## config.mk

```make
export PLATFORM = sky130hd
export DESIGN_NAME = cla_16bits
export DESIGN_NICKNAME = d
export VERILOG_FILES = /design/src/rtl/cla_pkg.sv /design/src/rtl/cla_4bit_group.sv /design/src/rtl/cla_16bits.sv
export SDC_FILE = /design/constraint.sdc
export NUM_CORES = 1
export LEC_CHECK = 0
export ABC_CLOCK_PERIOD_IN_PS = 1600
export BUFFER_PORTS_ARGS = -buffer_cell sky130_fd_sc_hd__buf_4
export CORE_MARGIN = 2
export CORE_UTILIZATION = 45
export DETAILED_ROUTE_END_ITERATION = 10
export PLACE_DENSITY = 0.76
export SYNTH_ARGS = -nofsm -noshare
export SYNTH_HDL_FRONTEND = slang
export SYNTH_HIERARCHICAL = 1
export SYNTH_SLANG_ARGS = --single-unit
```

## constraint.sdc

```tcl
create_clock -name clk -period 1.6 [get_ports clk]
set_clock_uncertainty 0.15 [all_clocks]
set_input_delay 0.32 -clock clk [delete_from_list [all_inputs] [get_ports clk]]
set_output_delay 0.32 -clock clk [all_outputs]
set_load 0.01 [all_outputs]
```

## src/rtl/cla_pkg.sv

```systemverilog
// Shared constants and lookahead helpers for the 16-bit carry-lookahead adder.
package cla_pkg;

  localparam int CLA_WIDTH   = 16;
  localparam int CLA_GROUP   = 4;
  localparam int CLA_NGROUPS = 4;

  // Four-term generate expression: g3 | p3 g2 | p3 p2 g1 | p3 p2 p1 g0.
  function automatic logic cla_gen(input logic [3:0] g, input logic [3:0] p);
    return g[3]
         | (p[3] & g[2])
         | (p[3] & p[2] & g[1])
         | (p[3] & p[2] & p[1] & g[0]);
  endfunction

  // Flattened carries into positions 1..3 from a carry-in, no ripple.
  // Returns {c3, c2, c1}.
  function automatic logic [2:0] cla_lookahead(input logic [3:0] g,
                                               input logic [3:0] p,
                                               input logic       c);
    logic [2:0] cr;
    cr[0] = g[0] | (p[0] & c);
    cr[1] = g[1] | (p[1] & g[0]) | (p[1] & p[0] & c);
    cr[2] = g[2] | (p[2] & g[1]) | (p[2] & p[1] & g[0]) | (p[2] & p[1] & p[0] & c);
    return cr;
  endfunction

endpackage

```

## src/rtl/cla_4bit_group.sv

```systemverilog
// One 4-bit lookahead group: local sum bits plus group generate/propagate.
module cla_4bit_group
  import cla_pkg::*;
(
  input  logic [CLA_GROUP-1:0] a,
  input  logic [CLA_GROUP-1:0] b,
  input  logic                 ci,
  output logic [CLA_GROUP-1:0] s,
  output logic                 G,
  output logic                 P
);

  logic [CLA_GROUP-1:0] g;
  logic [CLA_GROUP-1:0] p;
  logic [CLA_GROUP-1:0] c;

  // Bit generate/propagate, flattened internal carries and sum bits.
  always_comb begin
    g = a & b;
    p = a ^ b;
    c = {cla_lookahead(g, p, ci), ci};
    s = p ^ c;
    G = cla_gen(g, p);
    P = &p;
  end

endmodule

```

## src/rtl/cla_16bits.sv

```systemverilog
// 16-bit two-level carry-lookahead adder with registered sum and carry-out.
module cla_16bits
  import cla_pkg::*;
(
  input  logic                 clk,
  input  logic                 rst,
  input  logic [CLA_WIDTH-1:0] a,
  input  logic [CLA_WIDTH-1:0] b,
  input  logic                 cin,
  output logic [CLA_WIDTH-1:0] sum,
  output logic                 cout
);

  logic [CLA_NGROUPS-1:0] grp_g;
  logic [CLA_NGROUPS-1:0] grp_p;
  logic [CLA_NGROUPS:0]   grp_c;
  logic [CLA_WIDTH-1:0]   sum_d;
  logic [CLA_WIDTH-1:0]   sum_q;
  logic                   cout_d;
  logic                   cout_q;

  for (genvar k = 0; k < CLA_NGROUPS; k++) begin : g_grp
    cla_4bit_group u_grp (
      .a  (a[k*CLA_GROUP +: CLA_GROUP]),
      .b  (b[k*CLA_GROUP +: CLA_GROUP]),
      .ci (grp_c[k]),
      .s  (sum_d[k*CLA_GROUP +: CLA_GROUP]),
      .G  (grp_g[k]),
      .P  (grp_p[k])
    );
  end

  // Second-level lookahead: every group carry-in is derived directly from cin.
  always_comb begin
    grp_c[0]   = cin;
    grp_c[3:1] = cla_lookahead(grp_g, grp_p, cin);
    grp_c[4]   = cla_gen(grp_g, grp_p) | ((&grp_p) & cin);
    cout_d     = grp_c[4];
  end

  // Result register, cleared immediately by reset.
  always_ff @(posedge clk or posedge rst) begin
    if (rst) begin
      sum_q  <= '0;
      cout_q <= 1'b0;
    end else begin
      sum_q  <= sum_d;
      cout_q <= cout_d;
    end
  end

  assign sum  = sum_q;
  assign cout = cout_q;

endmodule

```

== After elaboration in Yosys (flattened, before gate mapping) ==
Index checks and enable logic that the tools add are counted.

* Register bits after elaboration: 17
* Bits of input ports: 35

* Bitwise operators: 129
* Reduce and logical (&&, ||, !) cells: 5

{| class="wikitable"
|+ Operator list
! cell !! count
|-
| AND 1 bit || 71
|-
| bitwise OR 1 bit || 46
|-
| XOR 4 bit || 8
|-
| AND 4 bit || 4
|-
| AND reduction 16 bit || 1
|-
| AND reduction 4 bit || 4
|}

== Logic depth before layout (Yosys ltp) ==
Gate-level depths: netlist of the first run.

* Depth in word-level cells: 12
* Depth in mapped cells: 10
* Depth with buffers taken out: 10

== Modules after synthesis ==
The synthesis of the first run kept the hierarchy.

{| class="wikitable"
|+ By module, submodules not included
! module !! instances !! cells each !! area each (um^2)
|-
| cla_4bit_group || 4 || 22 || 182.7
|-
| cla_16bits || 1 || 23 || 467.9
|}

== Worst setup path before layout of the first run ==
No wires, ideal clock.

* Path type: in2reg
* Start point: input a[2]
* End point: register sum_q[12], in the netlist sum[12]
* Library setup time: 64 ps
* Arrival: 2159 ps
* Setup slack: -773 ps
* Stages: 10
* Buffers on the path: 0
* Cells stage by stage: ha_1 -> a21oi_1 -> nand2_1 -> a21o_1 -> a21o_1 -> a21o_1 -> a21o_1 -> inv_1 -> fa_1 -> inv_1

* Longest elaborated chain between the ends: 9
* Elaborated cells between the ends (all ways): 17
* Classes of those cells: bitwise: 16; reduce/logical: 1

{| class="wikitable"
|+ RTL lines
! element !! line !! text
|-
| from (decl) || cla_16bits.sv:7 || <nowiki>input logic [CLA_WIDTH-1:0] a,</nowiki>
|-
| AND 4 bit or XOR 4 bit (tied branches) || cla_4bit_group.sv:19, cla_4bit_group.sv:20 ||
|-
| AND 1 bit (on tied branches) || cla_pkg.sv:11, cla_pkg.sv:12, cla_pkg.sv:13 ||
|-
| bitwise OR 1 bit, or another cell as far along || cla_pkg.sv:11 || <nowiki>| (p[3] & g[2])</nowiki>
|-
| bitwise OR 1 bit or AND 1 bit (tied branches) || cla_pkg.sv:12, cla_pkg.sv:13 ||
|-
| bitwise OR 1 bit * || cla_pkg.sv:13 || <nowiki>| (p[3] & p[2] & p[1] & g[0]);</nowiki>
|-
| named net grp_g[0] || cla_16bits.sv:14 || <nowiki>logic [CLA_NGROUPS-1:0] grp_g;</nowiki>
|-
| AND 1 bit * || cla_pkg.sv:24 || <nowiki>cr[2] = g[2] | (p[2] & g[1]) | (p[2] & p[1] & g[0]) | (p[2] & p[1] & p[0] & c);</nowiki>
|-
| bitwise OR 1 bit * (2 in series) || cla_pkg.sv:24 ||
|-
| named net grp_c[3] || cla_16bits.sv:16 || <nowiki>logic [CLA_NGROUPS:0] grp_c;</nowiki>
|-
| XOR 4 bit * || cla_4bit_group.sv:22 || <nowiki>s = p ^ c;</nowiki>
|-
| named net sum_d[12] || cla_16bits.sv:17 || <nowiki>logic [CLA_WIDTH-1:0] sum_d;</nowiki>
|-
| to (signal assigned) || cla_16bits.sv:47 || <nowiki>sum_q <= sum_d;</nowiki>
|-
| to (decl) || cla_16bits.sv:18 || <nowiki>logic [CLA_WIDTH-1:0] sum_q;</nowiki>
|}

Mark *: on every way through the listed nets, which the timed path passes. The rest lies on a longest branch.

== Worst setup path after layout of the first run ==
* Start point: input b[2]
* End point: register sum_q[12], in the netlist sum[12]

* Longest elaborated chain between the ends: 9
* Elaborated cells between the ends (all ways): 17
* Classes of those cells: bitwise: 16; reduce/logical: 1

{| class="wikitable"
|+ RTL lines
! element !! line !! text
|-
| from (decl) || cla_16bits.sv:8 || <nowiki>input logic [CLA_WIDTH-1:0] b,</nowiki>
|-
| AND 4 bit or XOR 4 bit (tied branches) || cla_4bit_group.sv:19, cla_4bit_group.sv:20 ||
|-
| AND 1 bit (on tied branches) || cla_pkg.sv:11, cla_pkg.sv:12, cla_pkg.sv:13 ||
|-
| bitwise OR 1 bit, or another cell as far along || cla_pkg.sv:11 ||
|-
| bitwise OR 1 bit or AND 1 bit (tied branches) || cla_pkg.sv:12, cla_pkg.sv:13 ||
|-
| bitwise OR 1 bit * || cla_pkg.sv:13 ||
|-
| named net grp_g[0] || cla_16bits.sv:14 ||
|-
| AND 1 bit * || cla_pkg.sv:24 ||
|-
| bitwise OR 1 bit * (2 in series) || cla_pkg.sv:24 ||
|-
| named net grp_c[3] || cla_16bits.sv:16 ||
|-
| XOR 4 bit * || cla_4bit_group.sv:22 ||
|-
| named net sum_d[12] || cla_16bits.sv:17 ||
|}

Marks and branches as above.

==> results of run 1 <==
report_power, final:
group / internal [W] / switching (W)
logic: 0.000408 / 0.000296
clock network: 0.0000967 / 0.000135
registers: 0.000517 / 0.0000265
total: 0.00102 / 0.000458
per-layer routing:
metal | track usage [%] | vias to the layer above | part of all wire [%] | wire length [um]
li1 | - | 564 | - | -
met1 | 21.81 | 553 | 39 | 1182
met2 | 36.90 | 24 | 57 | 1736
met3 | 1.628 | 2 | 2.8 | 84
met4 | 8.362 | 0 | 0.89 | 27
met5 | 0 | - | 0 | 0
logic make-up after synthesis:
logic type / share of synthesized area, %
adder cells (fa/ha/maj): 27.56
AO/OA/AOI/OAI: 12.84
AND/OR/NAND/NOR: 10.02
buffers and inverters: 5.323
flip-flops: 35.49
XOR/XNOR: 8.768
final timing paths:
kind,cells after the start,startpoint,endpoint,slack (ns)
max,11,b[2],sum[12],-0.39
min,3,b[11],sum[11],0.22
max in group asynchronous,3,rst,sum[8],0.38
min in group asynchronous,3,rst,sum[15],0.51
flip-flops by register name, summed over array words and instances (netlist names):
| register | count |
|---|---|
| sum | 16 |
| cout | 1 |
worst max-delay path, stage by stage:
cell and delay [ns]:
buf_6 0.10, ha_4 0.25, a21oi_4 0.12, nand2_1 0.06, a21o_1 0.15, a21o_1 0.17
a21o_1 0.17, a21o_1 0.20, inv_2 0.06, fa_2 0.41, inv_1 0.06
cell usage after synthesis:
master | count | share of area [%]
a21o_1 | 12 | 7.5
a21oi_1 | 4 | 1.7
a21oi_2 | 4 | 2.9
a31o_1 | 1 | 0.73
and4_2 | 4 | 3.3
dfrtp_1 | 17 | 35
fa_1 | 4 | 6.7
ha_1 | 20 | 21
inv_1 | 17 | 5.3
nand2_1 | 4 | 1.3
nand3_1 | 8 | 3.3
nand4_1 | 4 | 2.1
xnor2_1 | 8 | 5.8
xor2_1 | 4 | 2.9
metrics by stage:
step | setup slack [ns] | instance area, sq um | hold slack (ns) | total power [W] | util (%)
after floorplan | -0.5648 | 1232 | 0.09607 | 0.0008472 | -
after global placement | -0.6754 | 1863 | 0.2791 | 0.001177 | 74.52
after detailed placement | -0.7252 | 1863 | 0.2884 | 0.001200 | 74.52
after CTS | -0.3754 | 1961 | 0.2067 | 0.001458 | 78.43
after global routing | -0.4318 | 2032 | 0.2408 | 0.001571 | 81.28
final | -0.3932 | 2032 | 0.2205 | 0.001480 | 81.28
cell type report:
type / count / area [sq um] / area share [%]
multi-input combinational: 77 / 804.5 / 39.59
clock buffer: 4 / 26.28 / 1.293
sequential: 17 / 425.4 / 20.94
tap: 30 / 37.54 / 1.847
timing repair buffer: 88 / 674.4 / 33.19
inverter: 17 / 63.81 / 3.140
repair_timing:
| action | CTS | global route |
|---|---|---|
| hold endpoints to repair | 17 | 0 |
| buffers inserted | 5 | 3 |
| endpoints found under the setup margin | 12 | 13 |
| resized for setup | 6 | 8 |
| pin swaps | 9 | 5 |
| hold buffers | 1 | 0 |
==> results.sh, run 1 <==
export IMPL_dp_cells=220
export IMPL_cts_sinks=17
export IMPL_gp_congestion=0.8126
export IMPL_num_antenna_cells=0
export IMPL_port_buffers=51
export IMPL_antenna_found_initial=0
export IMPL_finalSetupViolations=13
export IMPL_start_util_pct=47.95
export IMPL_grt_pass1_wl_um=4809
export IMPL_clock_root_buffer="clkbuf_4"
export IMPL_syn_inst=111
export IMPL_first_iter_violations=19
export IMPL_coreArea_sq_um=2500
export IMPL_die_area_sq_um=3092
export IMPL_grt_ovfl_total=0
export IMPL_fp_dieW_um=55.61
export IMPL_drt_vias_per_instance=4.906
export IMPL_stdcell_count=233
export IMPL_power_density_nw_per_um2=728.6
export IMPL_status="finished with violations"
export IMPL_mostFrequentLayoutCell="buf_4"
export IMPL_io_pins=52
export IMPL_fillers=150
export IMPL_grt_pass1_vias=1168
export IMPL_synth_cell_type_count=14
export IMPL_hp_class="in2reg"
export IMPL_violations="negative setup slack"
export IMPL_routedWlPerCell_um=13.00
export IMPL_crit_type="in2reg"
export IMPL_final_nets=263
export IMPL_route_detailed_drc=0
export IMPL_p_leak_nw=1.113
export IMPL_tns_ns=-2.875
export IMPL_syn_to_final_growth_pct=69.52
export IMPL_start_kind="input pin"
export IMPL_numCtsBuffers=3
export IMPL_fin_crit_ns=1.993
export IMPL_ant_nets=0
export IMPL_drive_above_1_share_pct=55.67
export IMPL_fin_ws_ns=-0.3932
export IMPL_cts_htree_levels=1
export IMPL_rsz0062_at_grt="yes"
export IMPL_yosys_register_bits=17
export IMPL_synth_seq_area_share_pct=35.49
export IMPL_hpwl_um=2294
export IMPL_syn_cell_area_sq_um=1199
export IMPL_grt_max_degree=18
export IMPL_std_cell_rows=18
export IMPL_vias=1143
export IMPL_die_h_um=55.61
export IMPL_cts_tree="built"
export IMPL_synth_nets=170
export IMPL_period_share_pct=124.6
export IMPL_cp_data_required_time_ns=1.68
export IMPL_cp_arrival_ns=2.08
export IMPL_worstPathMaxFanout=4
export IMPL_first_pass_iters=4
export IMPL_avgSynthCellArea_sq_um=10.80
export IMPL_path_clk_slew_ns=0.10
export IMPL_slew_violations=0
export IMPL_grt_usage_pct=19.41
export IMPL_layout_common_cells="buf_4, dfrtp_1, ha_1"
export IMPL_endpoint_kind="register"
export IMPL_timing_fmax_mhz=501.7
export IMPL_tightest_slew_ns=0.6340
export IMPL_peakVddDrop_uv=528.7
export IMPL_cap_violations=0
export IMPL_ys_warn_count=6
export IMPL_routed_wl_um=3030
export IMPL_clk_path_buf_depth=2
export IMPL_maxSlewHeadroom_pct=57.69
export IMPL_hold_viol=0
Note: power is estimated with default switching activity, not from simulation.
==> inputs of run 2 (changes only) <==
--- a/config.mk
+++ b/config.mk
@@ -9,9 +9,9 @@
 export BUFFER_PORTS_ARGS = -buffer_cell sky130_fd_sc_hd__buf_4
 export CORE_MARGIN = 2
 export CORE_UTILIZATION = 45
+export CTS_BUF_LIST = sky130_fd_sc_hd__clkbuf_16
 export DETAILED_ROUTE_END_ITERATION = 10
-export PLACE_DENSITY = 0.76
+export PLACE_DENSITY = 0.78
 export SYNTH_ARGS = -nofsm -noshare
 export SYNTH_HDL_FRONTEND = slang
-export SYNTH_HIERARCHICAL = 1
 export SYNTH_SLANG_ARGS = --single-unit
==> run 2 against run 1 <==
  * The run now fails in 5_1_grt
  * Synthesized cell count is 4.5% lower
  * Synthesized area is 7.4% lower
==> results.sh, run 2 <==
export IMPL_status="did not finish"
export IMPL_lastStage="5_1_grt"
export IMPL_error="[ERROR DPL-0038] Utilization greater than 100%, impossible to legalize"
export IMPL_ys_warn_count=0
export IMPL_synth_common_cells="dfrtp_1, ha_1, a21oi_1"
export IMPL_netlist_top_cells_area="dfrtp_1, ha_1, fa_1, xor2_1, a21oi_1"
export IMPL_endpoint_type="sequential cell input"
export IMPL_start_util_pct=48.76
export IMPL_grt_worst_endpoint="sum[12]$_DFF_PP0_/D"
export IMPL_synth_top_cell_by_area="dfrtp_1"
export IMPL_std_cell_rows=17
export IMPL_synth_xor_area_share_pct=7.103
export IMPL_gp_congestion=0.7892
export IMPL_io_pins=52
export IMPL_synthSimpleGateAreaFrac_pct=9.357
export IMPL_dp_cells=215
export IMPL_hpwl_um=2534
export IMPL_ys_flop_type="dfrtp_1"
export IMPL_syn_inst=106
export IMPL_yosysMostFrequentCell="dfrtp_1"
export IMPL_synth_cell_type_count=24
export IMPL_syn_cell_area_sq_um=1110
export IMPL_numCtsBuffers=3
export IMPL_synth_async_sr_flop_share_pct=100.0
export IMPL_synth_edff_count=0
export IMPL_synth_mux_area_share_pct=0
export IMPL_synth_top_family_by_area="adder cells"
export IMPL_clock_root_buffer="clkbuf_16"
export IMPL_synth_seq_area_share_pct=38.33
export IMPL_cts_htree_levels=1
export IMPL_grt_max_degree=18
export IMPL_synth_nets=161
export IMPL_synth_top_cell_area_share_pct=38.33
export IMPL_die_h_um=53.66
export IMPL_avgSynthCellArea_sq_um=10.47
export IMPL_clk_path_buf_depth=2
export IMPL_synth_adder_area_share_pct=25.25
export IMPL_yosys_register_bits=17
export IMPL_port_buffers=51
export IMPL_fp_dieW_um=53.66
export IMPL_synth_compound_area_share_pct=16.91
export IMPL_cts_sinks=17
[run 2: logic make-up after synthesis]
family | count (synthesis)
AOI/OAI and AO/OA | 31
and+or+nand+nor | 20
xor gates and xnor gates | 9
adders and majority gates | 20
DFF | 17
buffers and inverters | 9
[run 2: what timing repair did]
action,in CTS
pin swaps,17
resized for setup,38
hold endpoints to repair,17
setup buffers,5
hold buffers,1
setup endpoints to repair,11
[run 2: stage by stage]
stage / util, % / cell area (sq um) / setup slack (ns) / hold slack [ns] / setup TNS [ns]
global placement: 82.13 / 1869 / -0.7024 / 0.1960 / -5.917
CTS: 94.67 / 2155 / -0.4715 / 0.2672 / -2.761
floorplan: - / 1226 / -0.5702 / 0.09607 / -2.861
detailed placement: 82.13 / 1869 / -0.7578 / 0.1981 / -6.690
==> inputs of run 3 (changes only) <==
--- a/config.mk
+++ b/config.mk
@@ -8,10 +8,9 @@
 export ABC_CLOCK_PERIOD_IN_PS = 1600
 export BUFFER_PORTS_ARGS = -buffer_cell sky130_fd_sc_hd__buf_4
 export CORE_MARGIN = 2
-export CORE_UTILIZATION = 45
-export CTS_BUF_LIST = sky130_fd_sc_hd__clkbuf_16
+export CORE_UTILIZATION = 30
 export DETAILED_ROUTE_END_ITERATION = 10
-export PLACE_DENSITY = 0.78
+export PLACE_DENSITY_LB_ADDON = 0.15
 export SYNTH_ARGS = -nofsm -noshare
 export SYNTH_HDL_FRONTEND = slang
 export SYNTH_SLANG_ARGS = --single-unit
==> run 3 against run 2 <==
  * The flow now finishes, with violations (negative setup slack)
  * Synthesized cell count unchanged
  * Synthesized area unchanged
==> results.sh, run 3 <==
export IMPL_synth_nets=161
export IMPL_gp_congestion=0.7587
export IMPL_fp_dieW_um=64.82
export IMPL_grt_usage_pct=13.78
export IMPL_ant_nets=0
export IMPL_worstPathMaxFanout=3
export IMPL_max_stage_delay_ns=0.48
export IMPL_cts_htree_levels=1
export IMPL_internal_power_w=0.001094
export IMPL_hpwl_um=2163
export IMPL_synth_async_sr_flop_share_pct=100.0
export IMPL_wl_met1_um=1066
export IMPL_drive_above_1_share_pct=62.05
export IMPL_finalSetupViolations=11
export IMPL_power_frac_seq_pct=34.4
export IMPL_ys_warn_count=0
export IMPL_place_area_sq_um=1849
export IMPL_yosys_register_bits=17
export IMPL_tightest_slew_ns=0.3305
export IMPL_fin_crit_ns=2.074
export IMPL_syn_to_final_growth_pct=91.88
export IMPL_final_area_sq_um=2130
export IMPL_synth_top_family_by_area="adder cells"
export IMPL_first_pass_iters=4
export IMPL_yosysMostFrequentCell="dfrtp_1"
export IMPL_cts_tree="built"
export IMPL_route_detailed_drc=0
export IMPL_avgSynthCellArea_sq_um=10.47
export IMPL_power_density_nw_per_um2=734.8
export IMPL_fillers=322
export IMPL_std_cell_rows=22
export IMPL_cts_sinks=17
export IMPL_io_pins=52
export IMPL_period_share_pct=129.6
export IMPL_routed_wl_um=2780
export IMPL_syn_cell_area_sq_um=1110
export IMPL_start_kind="input pin"
export IMPL_clock_root_buffer="clkbuf_8"
export IMPL_synth_compound_area_share_pct=16.91
export IMPL_die_h_um=64.82
export IMPL_endpoint_kind="register"
export IMPL_synth_adder_area_share_pct=25.25
export IMPL_layout_common_cells="buf_4, dfrtp_1, buf_6"
export IMPL_tns_ns=-2.999
export IMPL_routedWlPerCell_um=11.44
export IMPL_top_layer_used="met4"
export IMPL_violations="negative setup slack"
export IMPL_synth_seq_area_share_pct=38.33
export IMPL_holdPathStages=3
export IMPL_peakVddDrop_uv=270.7
export IMPL_p_clk_share_pct=20.3
export IMPL_first_iter_violations=16
export IMPL_timing_fmax_mhz=482.2
export IMPL_cp_arrival_ns=2.05
export IMPL_numCtsBuffers=3
export IMPL_path_clk_slew_ns=0.06
export IMPL_synth_cell_type_count=24
export IMPL_synth_top_cell_by_area="dfrtp_1"
export IMPL_synth_mux_area_share_pct=0
export IMPL_grt_max_degree=10
export IMPL_dr_wl_met2_um=1553
export IMPL_swShare_pct=30.11
export IMPL_port_buffers=51
export IMPL_p_leak_nw=0.9854
export IMPL_maxSlewHeadroom_pct=77.73
export IMPL_synth_top_cell_area_share_pct=38.33
export IMPL_synthSimpleGateAreaFrac_pct=9.357
export IMPL_largest_reg_flops=16
export IMPL_netlist_top_cells_area="dfrtp_1, ha_1, fa_1, xor2_1, a21oi_1"
export IMPL_grt_pass1_vias=1161
export IMPL_crit_type="in2reg"
export IMPL_synth_common_cells="dfrtp_1, ha_1, a21oi_1"
export IMPL_final_nets=251
export IMPL_ys_flop_type="dfrtp_1"
export IMPL_hold_viol=0
export IMPL_cp_data_required_time_ns=1.57
export IMPL_num_antenna_cells=0
export IMPL_clk_path_buf_depth=2
export IMPL_slew_violations=0
export IMPL_grt_pass1_wl_um=4671
export IMPL_status="finished with violations"
export IMPL_power_switching_w=0.0004712
export IMPL_vias=1096
export IMPL_antenna_found_initial=0
export IMPL_start_util_pct=30.78
export IMPL_hp_class="in2reg"
export IMPL_syn_inst=106
export IMPL_grt_ovfl_total=0
export IMPL_synth_xor_area_share_pct=7.103
export IMPL_mostFrequentLayoutCell="buf_4"
export IMPL_combPwrFrac_pct=45.3
export IMPL_pre_cts_ws_ns=-0.7485
export IMPL_synth_edff_count=0
export IMPL_wl_met3_um=137
export IMPL_rsz0062_at_grt="yes"
export IMPL_cap_violations=0
export IMPL_critPathSlowestCell="or4b_4"
export IMPL_fin_ws_ns=-0.4736
export IMPL_coreArea_sq_um=3606
export IMPL_die_area_sq_um=4202
export IMPL_fin_hold_ws_ns=0.2487
export IMPL_drt_vias_per_instance=4.510
export IMPL_worstPathCellList="buf_6, ha_4, a211oi_4, o21a_1, or4b_4, and2_4, inv_2, fa_2"
==> run 3: cell counts after synthesis <==
Identical to the previous run, type by type.
==> run 3: per-layer routing <==
layer / vias up / GRT usage, %
met5: - / 0
met4: 0 / 3.457
met3: 2 / 1.215
met2: 30 / 27.84
met1: 516 / 15.08
li1: 548 / -
==> run 3: per-stage QoR <==
step / utilization (%) / instances / total power, W
after floorplan: - / 106 / 0.0008354
after global placement: 51.28 / 229 / 0.001151
after global routing: 59.06 / 243 / 0.001674
after detailed placement: 51.28 / 229 / 0.001164
final: 59.06 / 243 / 0.001565
after CTS: 58.47 / 242 / 0.001573
==> run 3: repair_timing <==
item                                    4_1_cts  5_1_grt
endpoints found under the setup margin       12       12
gates resized for setup                      33        4
hold buffers                                  1        0
setup buffers                                 9        2
endpoints found under the hold margin         8        0
pin swaps                                    20       15
==> run 3: power groups by stage <==
stage                     Clock [W]  Sequential (W)  Combinational (W)
after detailed placement          0        0.000548           0.000616
final                      0.000317        0.000538           0.000709
after floorplan                   0        0.000595           0.000240
after global placement            0        0.000548           0.000603
after CTS                  0.000328        0.000540           0.000706
after global routing       0.000348        0.000547           0.000778
==> run 3: area by class of cell <==
cell class | count | area, sq um | area share, %
Multi-Input combinational cell | 80 | 875.8 | 41.13
Sequential cell | 17 | 425.4 | 19.98
Tap cell | 48 | 60.06 | 2.820
Timing Repair Buffer | 85 | 689.4 | 32.37
Clock buffer | 4 | 45.04 | 2.115
Inverter | 9 | 33.78 | 1.586
==> run 3: cells by family after synthesis <==
family	after synthesis
AO/OA/AOI/OAI	31
XOR/XNOR	9
adder cells (fa/ha/maj)	20
buffers and inverters	9
flip-flops	17
AND/OR/NAND/NOR	20
==> run 3: final timing paths <==
check                      endpoint  slack (ns)  startpoint
max                         sum[12]       -0.47        b[0]
min                         sum[11]        0.25       b[11]
max in group asynchronous   sum[11]        0.39         rst
min in group asynchronous      cout        0.45         rst
==> run 3: worst max-delay path, delay by kind of cell <==
family          cells  cell delay, ns
fa+ha+maj           2            0.68
simple gates        2            0.65
compound gates      2            0.25
buf+inv             2            0.15
